`src/rtl/axi_sram_bridge_if.sv`:
```
// rtl/axi_sram_bridge_if.sv - AXI4 memory-port bundle between the core master and the SRAM bridge
interface axi_sram_bridge_if #(
  parameter int ID_WIDTH = 4
);
  // write address channel
  logic                aw_ready;
  logic                aw_valid;
  logic [ID_WIDTH-1:0] aw_id;
  logic [31:0]         aw_addr;
  logic [7:0]          aw_len;
  logic [2:0]          aw_size;
  logic [1:0]          aw_burst;
  // write data channel
  logic                w_ready;
  logic                w_valid;
  logic [63:0]         w_data;
  logic [7:0]          w_strb;
  logic                w_last;
  // write response channel
  logic                b_ready;
  logic                b_valid;
  logic [ID_WIDTH-1:0] b_id;
  logic [1:0]          b_resp;
  // read address channel
  logic                ar_ready;
  logic                ar_valid;
  logic [ID_WIDTH-1:0] ar_id;
  logic [31:0]         ar_addr;
  logic [7:0]          ar_len;
  logic [2:0]          ar_size;
  logic [1:0]          ar_burst;
  // read data channel
  logic                r_ready;
  logic                r_valid;
  logic [ID_WIDTH-1:0] r_id;
  logic [63:0]         r_data;
  logic [1:0]          r_resp;
  logic                r_last;

  modport master (
    input  aw_ready, output aw_valid, aw_id, aw_addr, aw_len, aw_size, aw_burst,
    input  w_ready,  output w_valid, w_data, w_strb, w_last,
    output b_ready,  input  b_valid, b_id, b_resp,
    input  ar_ready, output ar_valid, ar_id, ar_addr, ar_len, ar_size, ar_burst,
    output r_ready,  input  r_valid, r_id, r_data, r_resp, r_last
  );

  modport slave (
    output aw_ready, input  aw_valid, aw_id, aw_addr, aw_len, aw_size, aw_burst,
    output w_ready,  input  w_valid, w_data, w_strb, w_last,
    input  b_ready,  output b_valid, b_id, b_resp,
    output ar_ready, input  ar_valid, ar_id, ar_addr, ar_len, ar_size, ar_burst,
    input  r_ready,  output r_valid, r_id, r_data, r_resp, r_last
  );
endinterface

```
`src/rtl/axi_sram_bridge.sv`:
```
// rtl/axi_sram_bridge.sv - AXI4 slave serving one burst at a time from a single-port 64-bit SRAM
module axi_sram_bridge #(
  parameter int ID_WIDTH = 4,
  parameter int MEM_AW   = 16
) (
  input  logic              clock,
  input  logic              reset,
  axi_sram_bridge_if.slave  io_axi4_0,
  output logic              mem_en,
  output logic [7:0]        mem_we,
  output logic [MEM_AW-1:0] mem_addr,
  output logic [63:0]       mem_wdata,
  input  logic [63:0]       mem_rdata
);

  typedef enum logic [2:0] {
    S_IDLE  = 3'd0,
    S_WDATA = 3'd1,
    S_WRESP = 3'd2,
    S_RREQ  = 3'd3,
    S_RWAIT = 3'd4,
    S_RRESP = 3'd5
  } state_t;

  state_t              r_state;
  logic                r_pri_rd;   // 1: read wins the next simultaneous request
  logic [ID_WIDTH-1:0] r_id;
  logic [MEM_AW+2:0]   r_addr;     // byte address, only the bits that reach the SRAM
  logic [7:0]          r_len;
  logic [7:0]          r_cnt;
  logic [1:0]          r_size;     // effective size, oversize requests clamp to 8 bytes
  logic                r_fixed;
  logic                r_err;
  logic                r_w_ready;
  logic                r_b_valid;
  logic                r_r_valid;
  logic                r_r_last;
  logic                r_rd_en;
  logic [63:0]         r_rdata;

  logic                w_idle;
  logic                w_aw_hs;
  logic                w_ar_hs;
  logic                w_w_hs;
  logic                w_last_beat;
  logic [MEM_AW+2:0]   w_step;
  logic [MEM_AW+2:0]   w_addr_next;
  logic [ID_WIDTH-1:0] w_req_id;
  logic [31:0]         w_req_addr;
  logic [7:0]          w_req_len;
  logic [2:0]          w_req_size;
  logic [1:0]          w_req_burst;
  logic                w_req_err;
  logic                w_unused_addr;

  // Address-channel arbitration; readies are held low while reset is asserted.
  assign w_idle  = (r_state == S_IDLE) && reset;
  assign w_aw_hs = w_idle && io_axi4_0.aw_valid && (!io_axi4_0.ar_valid || !r_pri_rd);
  assign w_ar_hs = w_idle && io_axi4_0.ar_valid && (!io_axi4_0.aw_valid || r_pri_rd);
  assign w_w_hs  = r_w_ready && io_axi4_0.w_valid;

  // Request fields of whichever channel is granted this cycle.
  assign w_req_id    = w_aw_hs ? io_axi4_0.aw_id    : io_axi4_0.ar_id;
  assign w_req_addr  = w_aw_hs ? io_axi4_0.aw_addr  : io_axi4_0.ar_addr;
  assign w_req_len   = w_aw_hs ? io_axi4_0.aw_len   : io_axi4_0.ar_len;
  assign w_req_size  = w_aw_hs ? io_axi4_0.aw_size  : io_axi4_0.ar_size;
  assign w_req_burst = w_aw_hs ? io_axi4_0.aw_burst : io_axi4_0.ar_burst;
  // WRAP and reserved bursts share burst[1]; sizes above 8 bytes share size[2].
  assign w_req_err   = w_req_burst[1] || w_req_size[2];
  // Address bits above the SRAM window alias and are deliberately dropped.
  assign w_unused_addr = ^w_req_addr[31:MEM_AW+3];

  // Beat address stepping; truncation to the register width gives the modulo wrap.
  assign w_last_beat = (r_cnt == r_len);
  assign w_step      = {{(MEM_AW+2){1'b0}}, 1'b1} << r_size;
  assign w_addr_next = r_fixed ? r_addr : (r_addr + w_step);

  // SRAM port: writes pass straight through on a w handshake, reads come from RREQ.
  assign mem_en    = w_w_hs || r_rd_en;
  assign mem_we    = w_w_hs ? io_axi4_0.w_strb : 8'h00;
  assign mem_wdata = w_w_hs ? io_axi4_0.w_data : 64'h0;
  assign mem_addr  = r_addr[MEM_AW+2:3];

  // Response channels are driven from registered state only.
  assign io_axi4_0.aw_ready = w_aw_hs;
  assign io_axi4_0.ar_ready = w_ar_hs;
  assign io_axi4_0.w_ready  = r_w_ready;
  assign io_axi4_0.b_valid  = r_b_valid;
  assign io_axi4_0.b_id     = r_id;
  assign io_axi4_0.b_resp   = {r_b_valid && r_err, 1'b0};
  assign io_axi4_0.r_valid  = r_r_valid;
  assign io_axi4_0.r_id     = r_id;
  assign io_axi4_0.r_data   = r_rdata;
  assign io_axi4_0.r_resp   = {r_r_valid && r_err, 1'b0};
  assign io_axi4_0.r_last   = r_r_last;

  // Transaction FSM: latches a request, walks its beats, returns one response.
  always_ff @(posedge clock or negedge reset) begin
    if (!reset) begin
      r_state   <= S_IDLE;
      r_pri_rd  <= 1'b1;
      r_id      <= '0;
      r_addr    <= '0;
      r_len     <= 8'h00;
      r_cnt     <= 8'h00;
      r_size    <= 2'd0;
      r_fixed   <= 1'b0;
      r_err     <= 1'b0;
      r_w_ready <= 1'b0;
      r_b_valid <= 1'b0;
      r_r_valid <= 1'b0;
      r_r_last  <= 1'b0;
      r_rd_en   <= 1'b0;
      r_rdata   <= 64'h0;
    end else begin
      case (r_state)
        S_IDLE: begin
          if (w_aw_hs || w_ar_hs) begin
            r_id    <= w_req_id;
            r_addr  <= w_req_addr[MEM_AW+2:0];
            r_len   <= w_req_len;
            r_cnt   <= 8'h00;
            r_size  <= w_req_size[2] ? 2'd3 : w_req_size[1:0];
            r_fixed <= (w_req_burst == 2'b00);
            r_err   <= w_req_err;
          end
          if (w_aw_hs) begin
            r_w_ready <= 1'b1;
            r_pri_rd  <= 1'b1;
            r_state   <= S_WDATA;
          end else if (w_ar_hs) begin
            r_rd_en   <= 1'b1;
            r_pri_rd  <= 1'b0;
            r_state   <= S_RREQ;
          end
        end
        S_WDATA: begin
          if (w_w_hs) begin
            r_addr <= w_addr_next;
            r_cnt  <= r_cnt + 8'd1;
            if (io_axi4_0.w_last != w_last_beat) begin
              r_err <= 1'b1;
            end
            // The beat count alone ends the burst; a misplaced w_last only flags it.
            if (w_last_beat) begin
              r_w_ready <= 1'b0;
              r_b_valid <= 1'b1;
              r_state   <= S_WRESP;
            end
          end
        end
        S_WRESP: begin
          if (io_axi4_0.b_ready) begin
            r_b_valid <= 1'b0;
            r_err     <= 1'b0;
            r_state   <= S_IDLE;
          end
        end
        S_RREQ: begin
          r_rd_en <= 1'b0;
          r_state <= S_RWAIT;
        end
        S_RWAIT: begin
          r_rdata   <= mem_rdata;
          r_r_valid <= 1'b1;
          r_r_last  <= w_last_beat;
          r_state   <= S_RRESP;
        end
        S_RRESP: begin
          if (io_axi4_0.r_ready) begin
            r_r_valid <= 1'b0;
            r_r_last  <= 1'b0;
            if (w_last_beat) begin
              r_err   <= 1'b0;
              r_state <= S_IDLE;
            end else begin
              r_addr  <= w_addr_next;
              r_cnt   <= r_cnt + 8'd1;
              r_rd_en <= 1'b1;
              r_state <= S_RREQ;
            end
          end
        end
        default: begin
          r_state <= S_IDLE;
        end
      endcase
    end
  end

endmodule

```
`src/flat_wrapper.sv`:
```
// flat-port wrapper written by rule: the top's interface ports become plain ports
module axi_sram_bridge_flat 
#(
  parameter int ID_WIDTH = 4,
  parameter int MEM_AW   = 16
)
  (clock, reset, mem_en, mem_we, mem_addr, mem_wdata, mem_rdata, io_axi4_0_aw_ready, io_axi4_0_aw_valid, io_axi4_0_aw_id, io_axi4_0_aw_addr, io_axi4_0_aw_len, io_axi4_0_aw_size, io_axi4_0_aw_burst, io_axi4_0_w_ready, io_axi4_0_w_valid, io_axi4_0_w_data, io_axi4_0_w_strb, io_axi4_0_w_last, io_axi4_0_b_ready, io_axi4_0_b_valid, io_axi4_0_b_id, io_axi4_0_b_resp, io_axi4_0_ar_ready, io_axi4_0_ar_valid, io_axi4_0_ar_id, io_axi4_0_ar_addr, io_axi4_0_ar_len, io_axi4_0_ar_size, io_axi4_0_ar_burst, io_axi4_0_r_ready, io_axi4_0_r_valid, io_axi4_0_r_id, io_axi4_0_r_data, io_axi4_0_r_resp, io_axi4_0_r_last);
  axi_sram_bridge_if #(.ID_WIDTH(ID_WIDTH)) io_axi4_0_i ();
  input  logic clock;
  input  logic reset;
  output logic mem_en;
  output logic [7:0] mem_we;
  output logic [MEM_AW-1:0] mem_addr;
  output logic [63:0] mem_wdata;
  input  logic [63:0] mem_rdata;
  output wire logic [$bits(io_axi4_0_i.aw_ready)-1:0] io_axi4_0_aw_ready;
  input wire logic [$bits(io_axi4_0_i.aw_valid)-1:0] io_axi4_0_aw_valid;
  input wire logic [$bits(io_axi4_0_i.aw_id)-1:0] io_axi4_0_aw_id;
  input wire logic [$bits(io_axi4_0_i.aw_addr)-1:0] io_axi4_0_aw_addr;
  input wire logic [$bits(io_axi4_0_i.aw_len)-1:0] io_axi4_0_aw_len;
  input wire logic [$bits(io_axi4_0_i.aw_size)-1:0] io_axi4_0_aw_size;
  input wire logic [$bits(io_axi4_0_i.aw_burst)-1:0] io_axi4_0_aw_burst;
  output wire logic [$bits(io_axi4_0_i.w_ready)-1:0] io_axi4_0_w_ready;
  input wire logic [$bits(io_axi4_0_i.w_valid)-1:0] io_axi4_0_w_valid;
  input wire logic [$bits(io_axi4_0_i.w_data)-1:0] io_axi4_0_w_data;
  input wire logic [$bits(io_axi4_0_i.w_strb)-1:0] io_axi4_0_w_strb;
  input wire logic [$bits(io_axi4_0_i.w_last)-1:0] io_axi4_0_w_last;
  input wire logic [$bits(io_axi4_0_i.b_ready)-1:0] io_axi4_0_b_ready;
  output wire logic [$bits(io_axi4_0_i.b_valid)-1:0] io_axi4_0_b_valid;
  output wire logic [$bits(io_axi4_0_i.b_id)-1:0] io_axi4_0_b_id;
  output wire logic [$bits(io_axi4_0_i.b_resp)-1:0] io_axi4_0_b_resp;
  output wire logic [$bits(io_axi4_0_i.ar_ready)-1:0] io_axi4_0_ar_ready;
  input wire logic [$bits(io_axi4_0_i.ar_valid)-1:0] io_axi4_0_ar_valid;
  input wire logic [$bits(io_axi4_0_i.ar_id)-1:0] io_axi4_0_ar_id;
  input wire logic [$bits(io_axi4_0_i.ar_addr)-1:0] io_axi4_0_ar_addr;
  input wire logic [$bits(io_axi4_0_i.ar_len)-1:0] io_axi4_0_ar_len;
  input wire logic [$bits(io_axi4_0_i.ar_size)-1:0] io_axi4_0_ar_size;
  input wire logic [$bits(io_axi4_0_i.ar_burst)-1:0] io_axi4_0_ar_burst;
  input wire logic [$bits(io_axi4_0_i.r_ready)-1:0] io_axi4_0_r_ready;
  output wire logic [$bits(io_axi4_0_i.r_valid)-1:0] io_axi4_0_r_valid;
  output wire logic [$bits(io_axi4_0_i.r_id)-1:0] io_axi4_0_r_id;
  output wire logic [$bits(io_axi4_0_i.r_data)-1:0] io_axi4_0_r_data;
  output wire logic [$bits(io_axi4_0_i.r_resp)-1:0] io_axi4_0_r_resp;
  output wire logic [$bits(io_axi4_0_i.r_last)-1:0] io_axi4_0_r_last;
  assign io_axi4_0_aw_ready = io_axi4_0_i.aw_ready;
  assign io_axi4_0_i.aw_valid = io_axi4_0_aw_valid;
  assign io_axi4_0_i.aw_id = io_axi4_0_aw_id;
  assign io_axi4_0_i.aw_addr = io_axi4_0_aw_addr;
  assign io_axi4_0_i.aw_len = io_axi4_0_aw_len;
  assign io_axi4_0_i.aw_size = io_axi4_0_aw_size;
  assign io_axi4_0_i.aw_burst = io_axi4_0_aw_burst;
  assign io_axi4_0_w_ready = io_axi4_0_i.w_ready;
  assign io_axi4_0_i.w_valid = io_axi4_0_w_valid;
  assign io_axi4_0_i.w_data = io_axi4_0_w_data;
  assign io_axi4_0_i.w_strb = io_axi4_0_w_strb;
  assign io_axi4_0_i.w_last = io_axi4_0_w_last;
  assign io_axi4_0_i.b_ready = io_axi4_0_b_ready;
  assign io_axi4_0_b_valid = io_axi4_0_i.b_valid;
  assign io_axi4_0_b_id = io_axi4_0_i.b_id;
  assign io_axi4_0_b_resp = io_axi4_0_i.b_resp;
  assign io_axi4_0_ar_ready = io_axi4_0_i.ar_ready;
  assign io_axi4_0_i.ar_valid = io_axi4_0_ar_valid;
  assign io_axi4_0_i.ar_id = io_axi4_0_ar_id;
  assign io_axi4_0_i.ar_addr = io_axi4_0_ar_addr;
  assign io_axi4_0_i.ar_len = io_axi4_0_ar_len;
  assign io_axi4_0_i.ar_size = io_axi4_0_ar_size;
  assign io_axi4_0_i.ar_burst = io_axi4_0_ar_burst;
  assign io_axi4_0_i.r_ready = io_axi4_0_r_ready;
  assign io_axi4_0_r_valid = io_axi4_0_i.r_valid;
  assign io_axi4_0_r_id = io_axi4_0_i.r_id;
  assign io_axi4_0_r_data = io_axi4_0_i.r_data;
  assign io_axi4_0_r_resp = io_axi4_0_i.r_resp;
  assign io_axi4_0_r_last = io_axi4_0_i.r_last;
  axi_sram_bridge #(.ID_WIDTH(ID_WIDTH), .MEM_AW(MEM_AW)) u_core (.clock(clock), .reset(reset), .io_axi4_0(io_axi4_0_i), .mem_en(mem_en), .mem_we(mem_we), .mem_addr(mem_addr), .mem_wdata(mem_wdata), .mem_rdata(mem_rdata));
endmodule
```
`config.mk`:
```
export PLATFORM = sky130hd
export DESIGN_NAME = axi_sram_bridge_flat
export DESIGN_NICKNAME = d
export VERILOG_FILES = /design/src/rtl/axi_sram_bridge_if.sv /design/src/rtl/axi_sram_bridge.sv /design/src/flat_wrapper.sv
export SDC_FILE = /design/constraint.sdc
export NUM_CORES = 1
export LEC_CHECK = 0
export ABC_AREA = 1
export CAP_MARGIN = 25
export CORE_ASPECT_RATIO = 1.75
export CORE_MARGIN = 2
export CORE_UTILIZATION = 25
export CTS_CLUSTER_SIZE = 40
export DETAILED_ROUTE_END_ITERATION = 12
export DONT_BUFFER_PORTS = 1
export PLACE_DENSITY_LB_ADDON = 0.12
export RECOVER_POWER = 25
export SYNTH_ARGS = -nofsm -noshare
export SYNTH_HDL_FRONTEND = slang
export SYNTH_SLANG_ARGS = --single-unit
```
`constraint.sdc`:
```
create_clock -name clock -period 4.18 [get_ports clock]
set_input_delay 0.836 -clock clock [delete_from_list [all_inputs] [get_ports clock]]
set_output_delay 0.836 -clock clock [all_outputs]
set_load 0.05 [all_outputs]
```
* Word level (Yosys, flattened, before mapping)
Index checks and enable logic that the tools add are counted.
Word-level totals: bits in registers 116, latch bits 0, memory bits (writable) 0, memory bits (read-only) 0, bits of input ports 242, output and inout bits 171, word-level logic and storage cells 121, memories kept 0
Operators by class: add/subtract/negate cells 2, multipliers 0, div/mod/pow operators 0, order comparisons 0, equality and inequality tests 19, shift-type cells 1, mux-type cells 50, bitwise gates (word level) 0, reduce and logical (&&, ||, !) cells 34
Operators by type and width (number):
- $mux 19 | 6
- $mux 64 | 1
- $pmux 19 s3 | 1
- $mux 8 | 6
- $pmux 8 s3 | 1
- $mux 3 | 7
- $add 19x19->19 | 1
- $shl 1x2->19 const A | 1
- $pmux 3 s6 | 1
- $mux 1 | 17
- $reduce_and 5->1 | 3
- $ne 2x1->1 const B | 6
- $ne 2x2->1 const B | 5
- $add 8x1->8 const B | 1
- $eq 8x8->1 | 1
- $logic_and 1x1->1 | 8
- $pmux 1 s2 | 4
- $reduce_and 4->1 | 2
- $reduce_bool 2->1 | 4
- $reduce_and 7->1 | 1
- $eq 3x2->1 const B | 2
- $eq 3x3->1 const B | 2
- $mux 2 | 3
- $reduce_and 2->1 | 3
- other kinds (12) | 19

* Logic depth before layout (Yosys ltp)
Gate-level depths: netlist of the first run.
word-level depth 8, gate-level depth with buffers 14, depth with buffers taken out 14

* Worst setup path before layout of the first run
Ideal clock, no wire load.
path type input to output, start input io_axi4_0_w_valid, end output mem_wdata[0], arrival 1877 ps, data required time 3344 ps, slack 1467 ps, cell stages on the path 3, buffers on the path 1, cell sequence nand2_1 > clkbuf_1 > nor2_1
Between the ends: longest elaborated chain between the ends 2
RTL lines:
- start: declaration | line flat_wrapper.sv:24 | input wire logic [$bits(io_axi4_0_i.w_valid)-1:0] io_axi4_0_w_valid;
- $logic_and 1x1->1 | line axi_sram_bridge.sv:60 | assign w_w_hs = r_w_ready && io_axi4_0.w_valid;
- $mux 64 | line axi_sram_bridge.sv:81 | assign mem_wdata = w_w_hs ? io_axi4_0.w_data : 64'h0;
- end: declaration | line flat_wrapper.sv:14 | output logic [63:0] mem_wdata;
Every way passes these cells.

* Worst setup path in the final report of the first run
start register u_core.r_w_ready, in the netlist u_core.io_axi4_0.w_ready, end output mem_wdata[59]
Between the ends: longest elaborated chain between the ends 2
RTL lines:
- start: declaration | line axi_sram_bridge.sv:34 | logic r_w_ready;
- start signal: assignment | line axi_sram_bridge.sv:109 | r_w_ready <= 1'b0;
- start signal: assignment | line axi_sram_bridge.sv:128 | r_w_ready <= 1'b1;
- start signal: assignment | line axi_sram_bridge.sv:146 | r_w_ready <= 1'b0;
- $logic_and 1x1->1 | line axi_sram_bridge.sv:60
- $mux 64 | line axi_sram_bridge.sv:81
Every way passes these cells.

==> results of run 1 <==
==> final cells by class <==
type                            count  area (µm²)
Clock inverter                     11       152.6
Fill cell                        3048       19470
Inverter                          129       484.2
Clock buffer                       21       460.4
Timing Repair Buffer               23       172.7
Sequential cell                   116        2904
Tap cell                          369       461.7
Multi-Input combinational cell    711        3218
==> cell usage after synthesis (all sizes together) (2+ instances only) <==
master | n | share of area [%]
xor2 | 4 | 0.50
clkbuf | 16 | 0.86
o211ai | 6 | 0.65
ha | 5 | 0.90
nand2 | 387 | 21
nand3 | 39 | 3.2
a21oi | 15 | 1.2
nand4 | 18 | 1.6
nand3b | 6 | 0.65
xnor2 | 5 | 0.63
o22ai | 4 | 0.36
a31oi | 10 | 0.90
a41oi | 2 | 0.25
dfrtp | 115 | 41
or2 | 12 | 1.1
inv | 129 | 7.0
nor3 | 5 | 0.36
nor2 | 134 | 8.0
a21boi | 2 | 0.22
buf | 48 | 4.5
o21ai | 52 | 3.7
==> layer usage <==
layer | vias up | part of all wire [%] | global-route usage, %
met5 | - | 0 | 0
met4 | 0 | 2.3 | 6.209
met3 | 32 | 9.3 | 6.399
met2 | 293 | 48 | 28.63
met1 | 2873 | 40 | 20.80
li1 | 3067 | - | -
==> worst max-delay path, delay by kind of cell (launching register included) <==
family	cells	cell delay, ns
buffers and inverters	1	0.34
DFF	1	0.70
and+or+nand+nor	2	1.09
==> placed cells by master, fill, tap and decap left out, types with 3 or more instances in the layout <==
master / instances
clkinv_4: 4
nand4_1: 18
inv_2: 6
a21oi_1: 14
nand2_2: 4
clkinvlp_4: 3
buf_4: 23
nand2_1: 381
nor2_4: 3
or2_2: 7
dfrtp_1: 115
or2_0: 5
xnor2_1: 5
nor2_1: 127
ha_1: 5
nand3b_1: 6
o211ai_1: 6
bufinv_16: 3
o21ai_0: 38
nor3_1: 5
a31oi_1: 10
o21ai_1: 14
clkbuf_16: 17
o22ai_1: 4
xor2_1: 4
nand3_1: 36
inv_1: 123
==> how the worst max path moves through the flow <==
stage | slack [ns] | depth (start not counted) | endpoint
final | 0.78 | 3 | mem_wdata[59]
after global routing | 0.69 | 3 | mem_wdata[59]
after CTS | 0.76 | 3 | mem_wdata[59]
after detailed placement | 1.24 | 3 | mem_wdata[59]
after global placement | 1.28 | 3 | mem_wdata[15]
after floorplan | 1.47 | 3 | mem_wdata[0]
==> cells by family after synthesis <==
group                    after synthesis  synth area share (%)
AND/OR/NAND/NOR                      602                 36.17
other                                  1               0.05383
XOR/XNOR                               9                 1.131
buffers and inverters                193                 12.32
flip-flops                           116                 41.68
adder cells (fa/ha/maj)                6                 1.185
AO/OA/AOI/OAI                         92                 7.453
==> stage by stage <==
step | power [W] | cells
after floorplan | 0.005645 | 1020
final | 0.007654 | 1380
after global routing | 0.008199 | 1380
after CTS | 0.007771 | 1380
after global placement | 0.006177 | 1348
after detailed placement | 0.006198 | 1348
==> state kept, by name (all words and copies together) (netlist names) <==
register and flops:
u_core.r_fixed 1, u_core.r_len 8, u_core.io_axi4_0.b_valid 1, u_core.io_axi4_0.r_valid 1, u_core.r_cnt 8, u_core.r_size 2, u_core.io_axi4_0.w_ready 1, u_core.r_state 3
u_core.r_addr 19, u_core.io_axi4_0.b_id 4, u_core.r_pri_rd 1, u_core.io_axi4_0.r_data 64, u_core.r_err 1, u_core.io_axi4_0.r_last 1, u_core.r_rd_en 1
==> power groups by stage <==
stage	Clock, W	Combinational, W	Sequential (W)
3_5_place_dp	0	0.00250	0.00370
3_3_place_gp	0	0.00246	0.00372
4_1_cts	0.00159	0.00249	0.00369
6_report	0.00153	0.00245	0.00367
5_1_grt	0.00164	0.00280	0.00376
2_1_floorplan	0	0.00247	0.00317
==> key figures, run 1 <==
Global routing
  – Largest net degree at the start of global routing: 118
  – Initial antenna violation count: 0
  – Total global-route track usage: 17.45%
  – Vias in the first global route: 6286
  – First-pass GRT wire length: 37670 µm
  – Total gr overflow: 0

Logic synthesis
  – Synth Instances: just over 1000
  – Post-synthesis sequential area ratio: 41.68%
  – Async SR Flop Fraction: between 90% and 100%
  – Top_reg_cell synth: dfrtp_1
  – Post-synth cell types: 41
  – Post-synthesis cell area: 6967 µm²
  – Post-synth EDFFs: 0
  – Post-Syn Area per Cell: 6.837 µm²
  – Synth Register Bits: around 120
  – Yosys warns: 0

Timing
  – Hold WS: 0.1017 ns
  – Final worst slack: roughly 0.8 ns
  – Slew HR: slightly above 30%
  – Final hold vios: 0
  – Final TNS setup: 0 ns
  – # setup viols final: 0
  – Max Fclk: 294.3 MHz
  – Worst Tran Pin Value: approximately 1.0 ns
  – Max Slew Vio Count: 0
  – Unrepaired setup endpoints after global routing: no
  – Final min period: 3.397 ns
  – Clock tree skew after final layout: between 0.007 and 0.008 ns
  – Period utilization: 81.28%

Placed design
  – Worst slack at placement: approximately 1.2 ns
  – Port Buffers: 0
  – DP Area: 7241 µm²
  – Hpwl dp: 20120 µm
  – RD Place Congestion: 0.7786

Drt
  – Vias per cell: 4.540
  – Drt drc: 0
  – Post-DRT Antenna Nets: 0
  – Drt pass-1 iters: 5
  – Routed WL per cell: 18.83 µm
  – Via Count: 6265
  – DRT Wirelength: 25980 µm
  – Initial DRC count: 304

Pwr
  – Internal Power: approximately 0.0033 W
  – Combinational share of power: roughly a third
  – Power share of the clock group: 20.0%
  – Sw Ratio: roughly 57%
  – P_sw: about 0.0044 W
  – P_leak: about 4.2 nW
  – Worst VDD drop: 506.7 µV
  – Cell Pwr Density: 974.5 nW/µm²
  – Seq pwr share: 48.0%

CTS
  – CTS H-Tree Depth: 4
  – Clock Sinks: 116
  – CTS buffer count: 17
  – Root Driver: clkbuf_16
  – Post_cts resized: 0
  – Clock latency on the worst-skew pair: 0.43 ns
  – CTS max path bufs: 2
  – CTS tree: done
  – Clock-pin transition on the worst setup and hold timing paths: 0.06 ns
  – Setup Buffers After CTS: 0
  – CTS Hold Bufs: 0

Run status
  – Outcome: finished, final reports clean

Layout
  – Layout cells sized above 1: 8.309%
  – Antenna diodes: 0
  – Fin area: 7854 µm²
  – NumNets Final: 1246
  – Area growth from synthesis to layout: 12.73%
  – Final core utilization: between 20% and 30%

Floorplanning
  – Core Region: 27330 µm²
  – Die X: 130.2 µm
  – Die H: 224.8 µm
  – Initial Util: 25.49%
  – Die ar.: between 20000 and 30000 µm²
  – IO Count: 413
  – Rows: 80

Critical path
  – Largest fanout on the critical path: 34
  – CP Capture Type: primary output
  – Slowest stage delay, CP: 0.75 ns
  – Reg-to-reg startpoint: u_core.r_state[1]
  – Data required, critical path: 3.34 ns
  – Worst EP arrival: 2.56 ns
  – Worst R2R Setup Slack: between 1.5 and 2 ns
  – Slowest-stage cell, CP: nor2_1
  – R2r worst-path depth: 10
  – Reg2reg end: u_core.r_addr[14]
  – Worst setup startpoint: u_core.io_axi4_0.w_ready
  – CP cell instances: nand2_2 -> buf_4 -> nor2_1
  – Critical path type: reg -> out
  – CP startpoint kind: register

Worst hold path
  – HP Class: in -> async

Run
  – Max cap viols: 0
Note: power is estimated with default switching activity, not from simulation.
==> run 2: changes to the inputs <==
Clock period 4.18 ns to 3.2 ns, I/O delays scaled along.
==> run 2 against run 1 <==
The run now ends with negative hold slack left. Setup slack lost 0.38 ns. Clock skew decreased by 0.00074 ns. Hold slack lost 0.19 ns. Utilization rose by 1.9 points. Design area grew 6.6%. Clock-buffer cell count down 2. Sequential share of layout area fell by 2.3 points. Critical endpoint is now io_axi4_0_aw_ready.
==> key figures, run 2 (same netlist as run 1, synthesis figures left out) <==
Run status
  – Outcome: finished, violations left (was finished, final reports clean)
  – Failing checks: negative hold slack

Layout
  – Max reg flops: 64 (unchanged)
  – Area growth from synthesis to layout: 20.17% (was 12.73%)
  – Antenna diodes: 0 (unchanged)
  – Layout cells sized above 1: 13.55% (was 8.309%)
  – Most common cell after layout, fill and taps aside: nand2_1 (unchanged)
  – NumNets Final: 1306 (was 1246)
  – Commonest cells after routing, fill and taps aside: nand2_1, nor2_1, inv_1 (unchanged)

Floorplanning
  – IO Count: 413 (unchanged)
  – Die ar.: 29270 µm² (unchanged)
  – Die X: 130.2 µm (unchanged)
  – Rows: 80 (unchanged)
  – Core Region: 27330 µm² (unchanged)
  – Die H: 224.8 µm (unchanged)
  – Initial Util: 25.49% (unchanged)

Global routing
  – Total gr overflow: 0 (unchanged)
  – Vias in the first global route: 6507 (was 6286)
  – First-pass GRT wire length: 37710 µm (was 37670 µm)
  – Total global-route track usage: 17.38% (was 17.45%)
  – Largest net degree at the start of global routing: 118 (unchanged)
  – Initial antenna violation count: 0 (unchanged)

Pwr
  – Seq pwr share: 46.0% (was 48.0%)
  – P_leak: 4.517 nW (was 4.167 nW)
  – Combinational share of power: 33.1% (was 32.0%)
  – Internal Power: 0.004587 W (was 0.003287 W)
  – Cell Pwr Density: 1233 nW/µm² (was 974.5 nW/µm²)
  – P_sw: 0.005740 W (was 0.004367 W)
  – Power share of the clock group: 20.9% (was 20.0%)
  – Worst VDD drop: 505.6 µV (was 506.7 µV)
  – Sw Ratio: 55.58% (was 57.06%)

Critical path
  – Worst EP arrival: 2.16 ns (was 2.56 ns)
  – Slowest stage delay, CP: 0.49 ns (was 0.75 ns)
  – Critical path type: reg -> out (unchanged)
  – CP startpoint kind: register (unchanged)
  – Data required, critical path: 2.56 ns (was 3.34 ns)
  – R2r worst-path depth: 8 (was 10)
  – Reg-to-reg startpoint: u_core.r_state[1] (unchanged)
  – Largest fanout on the critical path: 21 (was 34)
  – CP Capture Type: primary output (unchanged)
  – Worst R2R Setup Slack: 0.72 ns (was 1.73 ns)
  – Reg2reg end: u_core.r_addr[1] (was u_core.r_addr[14])
  – CP top delay family: simple AND/OR/NAND/NOR gates (unchanged)
  – Buf+Inv Stages, Crit Path: 2 (was 1)
  – Slowest-stage cell, CP: dfrtp_1 (was nor2_1)
  – CP cell instances: nor2_2 -> nand2_2 -> nor2_8 -> nand2_4 -> inv_1 -> buf_12 (was nand2_2 -> buf_4 -> nor2_1)

Timing
  – Unrepaired setup endpoints after global routing: no (unchanged)
  – Max Fclk: 357.7 MHz
  – Worst Tran Pin Value: 0.9120 ns (was 1.038 ns)
  – Final min period: between 2 and 3 ns
  – Hold WS: -0.09020 ns (was 0.1017 ns)
  – Final worst slack: 0.4042 ns (was 0.7826 ns)
  – Final hold vios: 115 (was 0)
  – Period utilization: 87.37%
  – Final TNS setup: 0 ns (unchanged)
  – Max Slew Vio Count: 0 (unchanged)
  – # setup viols final: 0 (unchanged)
  – Clock tree skew after final layout: 0.007066 ns (was 0.007806 ns)
  – Slew HR: 39.20% (was 30.57%)

Placed design
  – RD Place Congestion: 0.8122 (was 0.7786)
  – Port Buffers: 0 (unchanged)
  – Worst slack at placement: 0.7134 ns (was 1.238 ns)
  – Hpwl dp: 20220 µm (was 20120 µm)

CTS
  – CTS tree: done (unchanged)
  – Root Driver: clkbuf_16 (unchanged)
  – Clock-pin transition on the worst setup and hold timing paths: 0.06 ns (about the same)
  – CTS max path bufs: 2 (unchanged)
  – CTS buffer count: 17 (unchanged)
  – CTS H-Tree Depth: 4 (unchanged)
  – Clock Sinks: 116 (unchanged)
  – Setup Buffers After CTS: 0 (unchanged)
  – Clock latency on the worst-skew pair: 0.43 ns (about the same)
  – Post_cts resized: 0 (unchanged)

Drt
  – Via Count: 6442 (was 6265)
  – Drt drc: 0 (unchanged)
  – Post-DRT Antenna Nets: 0 (unchanged)
  – Vias per cell: 4.477 (was 4.540)
  – DRT Wirelength: 26070 µm (was 25980 µm)
  – Drt pass-1 iters: 5 (unchanged)
  – Routed WL per cell: 18.11 µm (was 18.83 µm)
  – Initial DRC count: 236 (was 304)

Run
  – Max cap viols: 0 (unchanged)

Worst hold path
  – HP Class: in -> async (unchanged)
-- run 2: final cells by class --
class                   count  area, µm²
clock buffers              19      452.9
clock inverters            12      202.7
fillers                  3041      18950
inverters                 129      484.2
multi-input cells         711       3218
flip-flops and latches    116       2904
well taps                 369      461.7
repair buffers             83      648.1
-- run 2: worst max-delay path by stage --
stage | startpoint | to | depth (start not counted)
5_1_grt | u_core.r_state[1] | io_axi4_0_aw_ready | 6
2_1_floorplan | u_core.io_axi4_0.w_ready | mem_wdata[0] | 3
6_report | u_core.r_state[1] | io_axi4_0_aw_ready | 6
3_3_place_gp | u_core.r_state[1] | u_core.r_addr[1] | 8
4_1_cts | u_core.r_state[1] | io_axi4_0_aw_ready | 6
3_5_place_dp | u_core.r_state[1] | u_core.r_addr[1] | 8
-- run 2: layer usage --
metal	vias up	routed length, µm	GRT usage [%]
met4	0	523	6.174
met1	2957	10490	20.50
met5	-	0	0
met2	268	12870	29.13
li1	3185	-	-
met3	32	2180	5.852
-- run 2: metrics by stage --
stage	area [µm²]	hold WS [ns]	std cells	utilization, %	total power, W
global route	8372	-0.1181	1439	30.64	0.01102
global placement	7716	0.3501	1408	28.24	0.008255
floorplan	6970	0.3444	1020	-	0.007373
detailed placement	7716	0.3504	1408	28.24	0.008266
CTS	8372	-0.1237	1439	30.64	0.01046
finish	8372	-0.09020	1439	30.64	0.01033
-- run 2: power groups by stage --
stage | Sequential [W] | Clock (W) | Combinational [W]
detailed placement | 0.00478 | 0 | 0.00349
global route | 0.00485 | 0.00228 | 0.00389
floorplan | 0.00414 | 0 | 0.00323
global placement | 0.00480 | 0 | 0.00345
CTS | 0.00477 | 0.00222 | 0.00348
finish | 0.00475 | 0.00216 | 0.00342
==> run 3: changes to the inputs <==
Settings changed: CORE_AREA set to 2 2 161 163, CORE_ASPECT_RATIO 1.75 to unset, CORE_MARGIN 2 to unset, CORE_UTILIZATION 25 to unset, DIE_AREA set to 0 0 163 165, PLACE_DENSITY set to 0.42, PLACE_DENSITY_LB_ADDON 0.12 to unset.
==> run 3 against run 2 <==
The flow still finishes with violations (negative hold slack). Design area shrank 1.5%. Sequential cell count is the same. Global-route usage grew 0.17 points. Combinational power shrank 3%. Non-clock buffer count is the same. Via count shrank 0.28%. Critical endpoint unchanged. Largest cell class unchanged. Largest power group unchanged.
==> key figures, run 3 (same netlist as run 1, synthesis figures left out) <==
CTS
  – CTS buffer count: 17 (unchanged)
  – Post_cts resized: 0 (unchanged)
  – Clock-pin transition on the worst setup and hold timing paths: 0.07 ns (was 0.06 ns)
  – Clock latency on the worst-skew pair: 0.43 ns (about the same)
  – Root Driver: clkbuf_16 (unchanged)
  – Clock Sinks: 116 (unchanged)
  – CTS tree: done (unchanged)
  – Setup Buffers After CTS: 0 (unchanged)
  – CTS H-Tree Depth: 4 (unchanged)
  – CTS max path bufs: 2 (unchanged)

Timing
  – Max Fclk: 387.4 MHz (was 357.7 MHz)
  – # setup viols final: 0 (unchanged)
  – Final min period: 2.581 ns (was 2.796 ns)
  – Worst Tran Pin Value: 0.9119 ns (was 0.9120 ns)
  – Period utilization: 80.66% (was 87.37%)
  – Final TNS setup: 0 ns (unchanged)
  – Slew HR: 39.21% (was 39.20%)
  – Unrepaired setup endpoints after global routing: no (unchanged)
  – Clock tree skew after final layout: 0.01708 ns (was 0.007066 ns)
  – Final hold vios: 115 (unchanged)
  – Max Slew Vio Count: 0 (unchanged)
  – Hold WS: -0.09368 ns (was -0.09020 ns)

Drt
  – Post-DRT Antenna Nets: 0 (unchanged)
  – Routed WL per cell: 17.27 µm (was 18.11 µm)
  – Initial DRC count: 390 (was 236)
  – Via Count: 6424 (was 6442)
  – DRT Wirelength: 24220 µm (was 26070 µm)
  – Drt drc: 0 (unchanged)
  – Vias per cell: 4.582 (was 4.477)
  – Drt pass-1 iters: 5 (unchanged)

Global routing
  – Vias in the first global route: 6065 (was 6507)
  – Met1 Use GR: 22.88% (was 20.50%)
  – Met3 usage: 8.036% (was 5.852%)
  – First-pass GRT wire length: 35870 µm (was 37710 µm)
  – Largest net degree at the start of global routing: 118 (unchanged)
  – Initial antenna violation count: 5 (was 0)
  – Total global-route track usage: 17.55% (was 17.38%)
  – Total gr overflow: 0 (unchanged)
  – GR Util met2: 26.10% (was 29.13%)
  – GRT Max-Usage Layer: met2 (unchanged)

Layout
  – Most common cell after layout, fill and taps aside: nand2_1 (unchanged)
  – Register Area: 2904 µm² (unchanged)
  – Final cell count without fillers: 1402 (was 1439)
  – NumNets Final: 1306 (unchanged)
  – Max reg flops: 64 (unchanged)
  – Commonest cells after routing, fill and taps aside: nand2_1, nor2_1, inv_1 (unchanged)
  – Area growth from synthesis to layout: 18.34% (was 20.17%)
  – Footprint of the multi-input gates: 3218 µm² (unchanged)
  – Fill cells: 2710 (was 3041)
  – Layout cells sized above 1: 13.63% (was 13.55%)

Critical path
  – Worst setup startpoint: u_core.r_state[1] (unchanged)
  – Worst R2R Setup Slack: 0.86 ns (was 0.72 ns)
  – Largest fanout on the critical path: 18 (was 21)
  – Reg-to-reg startpoint: u_core.r_state[1] (unchanged)
  – Critical path type: reg -> out (unchanged)
  – Slowest stage delay, CP: 0.49 ns (about the same)
  – Slowest-stage cell, CP: dfrtp_1 (unchanged)
  – CP cell instances: nor2_2 -> nand2_2 -> nor2_8 -> nand2_4 -> inv_1 -> buf_4 (was nor2_2 -> nand2_2 -> nor2_8 -> nand2_4 -> inv_1 -> buf_12)
  – Critical Path Sink: io_axi4_0_aw_ready (unchanged)
  – Reg2reg end: u_core.r_addr[1] (unchanged)
  – R2r worst-path depth: 8 (unchanged)
  – Worst EP arrival: 1.94 ns (was 2.16 ns)
  – CP Capture Type: primary output (unchanged)
  – CP startpoint kind: register (unchanged)
  – Data required, critical path: 2.56 ns (about the same)

Floorplanning
  – Initial Util: 27.83% (was 25.49%)
  – Die H: 165 µm (was 224.8 µm)
  – IO Count: 413 (unchanged)
  – Core Region: 25040 µm² (was 27330 µm²)
  – Die X: 163 µm (was 130.2 µm)
  – Rows: 58 (was 80)
  – Die ar.: 26900 µm² (was 29270 µm²)

Run status
  – Outcome: finished, violations left (unchanged)
  – Failing checks: negative hold slack (unchanged)

Run
  – Max cap viols: 0 (unchanged)

Pwr
  – Worst VDD drop: 576.2 µV (was 505.6 µV)
  – P_leak: 4.488 nW (was 4.517 nW)
  – Cell Pwr Density: 1212 nW/µm² (was 1233 nW/µm²)

Worst hold path
  – HP Class: in -> async (unchanged)

Placed design
  – RD Place Congestion: 0.8263 (was 0.8122)
  – Hpwl dp: 18600 µm (was 20220 µm)
  – Placed insts: 1369 (was 1408)
  – Port Buffers: 0 (unchanged)
==> run 3: per-layer routing <==
layer  vias up  part of all wire (%)
li1       3187                     -
met1      2915                    43
met2       280                    45
met3        34                    11
met4         8                   1.6
met5         -                  0.19
==> run 3: critical path, delay by kind of cell, from the launching register on <==
family	cells	cell delay (ns)
buf+inv	2	0.44
simple gates	4	0.57
flops	1	0.49
==> run 3: worst min path at each step <==
stage	cells after the start	to	slack [ns]
floorplan	0	u_core.io_axi4_0.b_id[0]	0.34
global placement	0	u_core.r_addr[3]	0.35
detailed placement	0	u_core.r_addr[3]	0.35
CTS	0	u_core.r_addr[3]	-0.11
global route	0	u_core.r_addr[3]	-0.12
finish	0	u_core.r_addr[3]	-0.09
==> run 3: power breakdown <==
group,leakage [nW],switching [W],internal [W]
clock network,0.281,0.000865,0.00104
logic,2.79,0.00229,0.00104
registers,1.42,0.00265,0.00211
total,4.49,0.00581,0.00419
==> run 3: stage by stage <==
stage          hold slack, ns  total power, W  setup WS (ns)  cell area (µm²)  utilization [%]
3_3_place_gp           0.3510        0.008150         0.8396             7655            30.57
5_1_grt               -0.1189         0.01073         0.5054             8244            32.93
3_5_place_dp           0.3509        0.008159         0.8221             7655            30.57
4_1_cts               -0.1149         0.01011         0.5907             8242            32.92
2_1_floorplan          0.3444        0.007373         0.7726             6970                -
6_report             -0.09368        0.009993         0.6190             8244            32.93
==> run 3: layout make-up <==
cell class                 count  area share (%)
clock buffer                  17           5.160
sequential                   116           35.23
antenna                        1         0.03035
tap                          330           5.008
timing repair buffer          83           7.710
multi-input combinational    711           39.03
inverter                     129           5.873
clock inverter                15           1.958
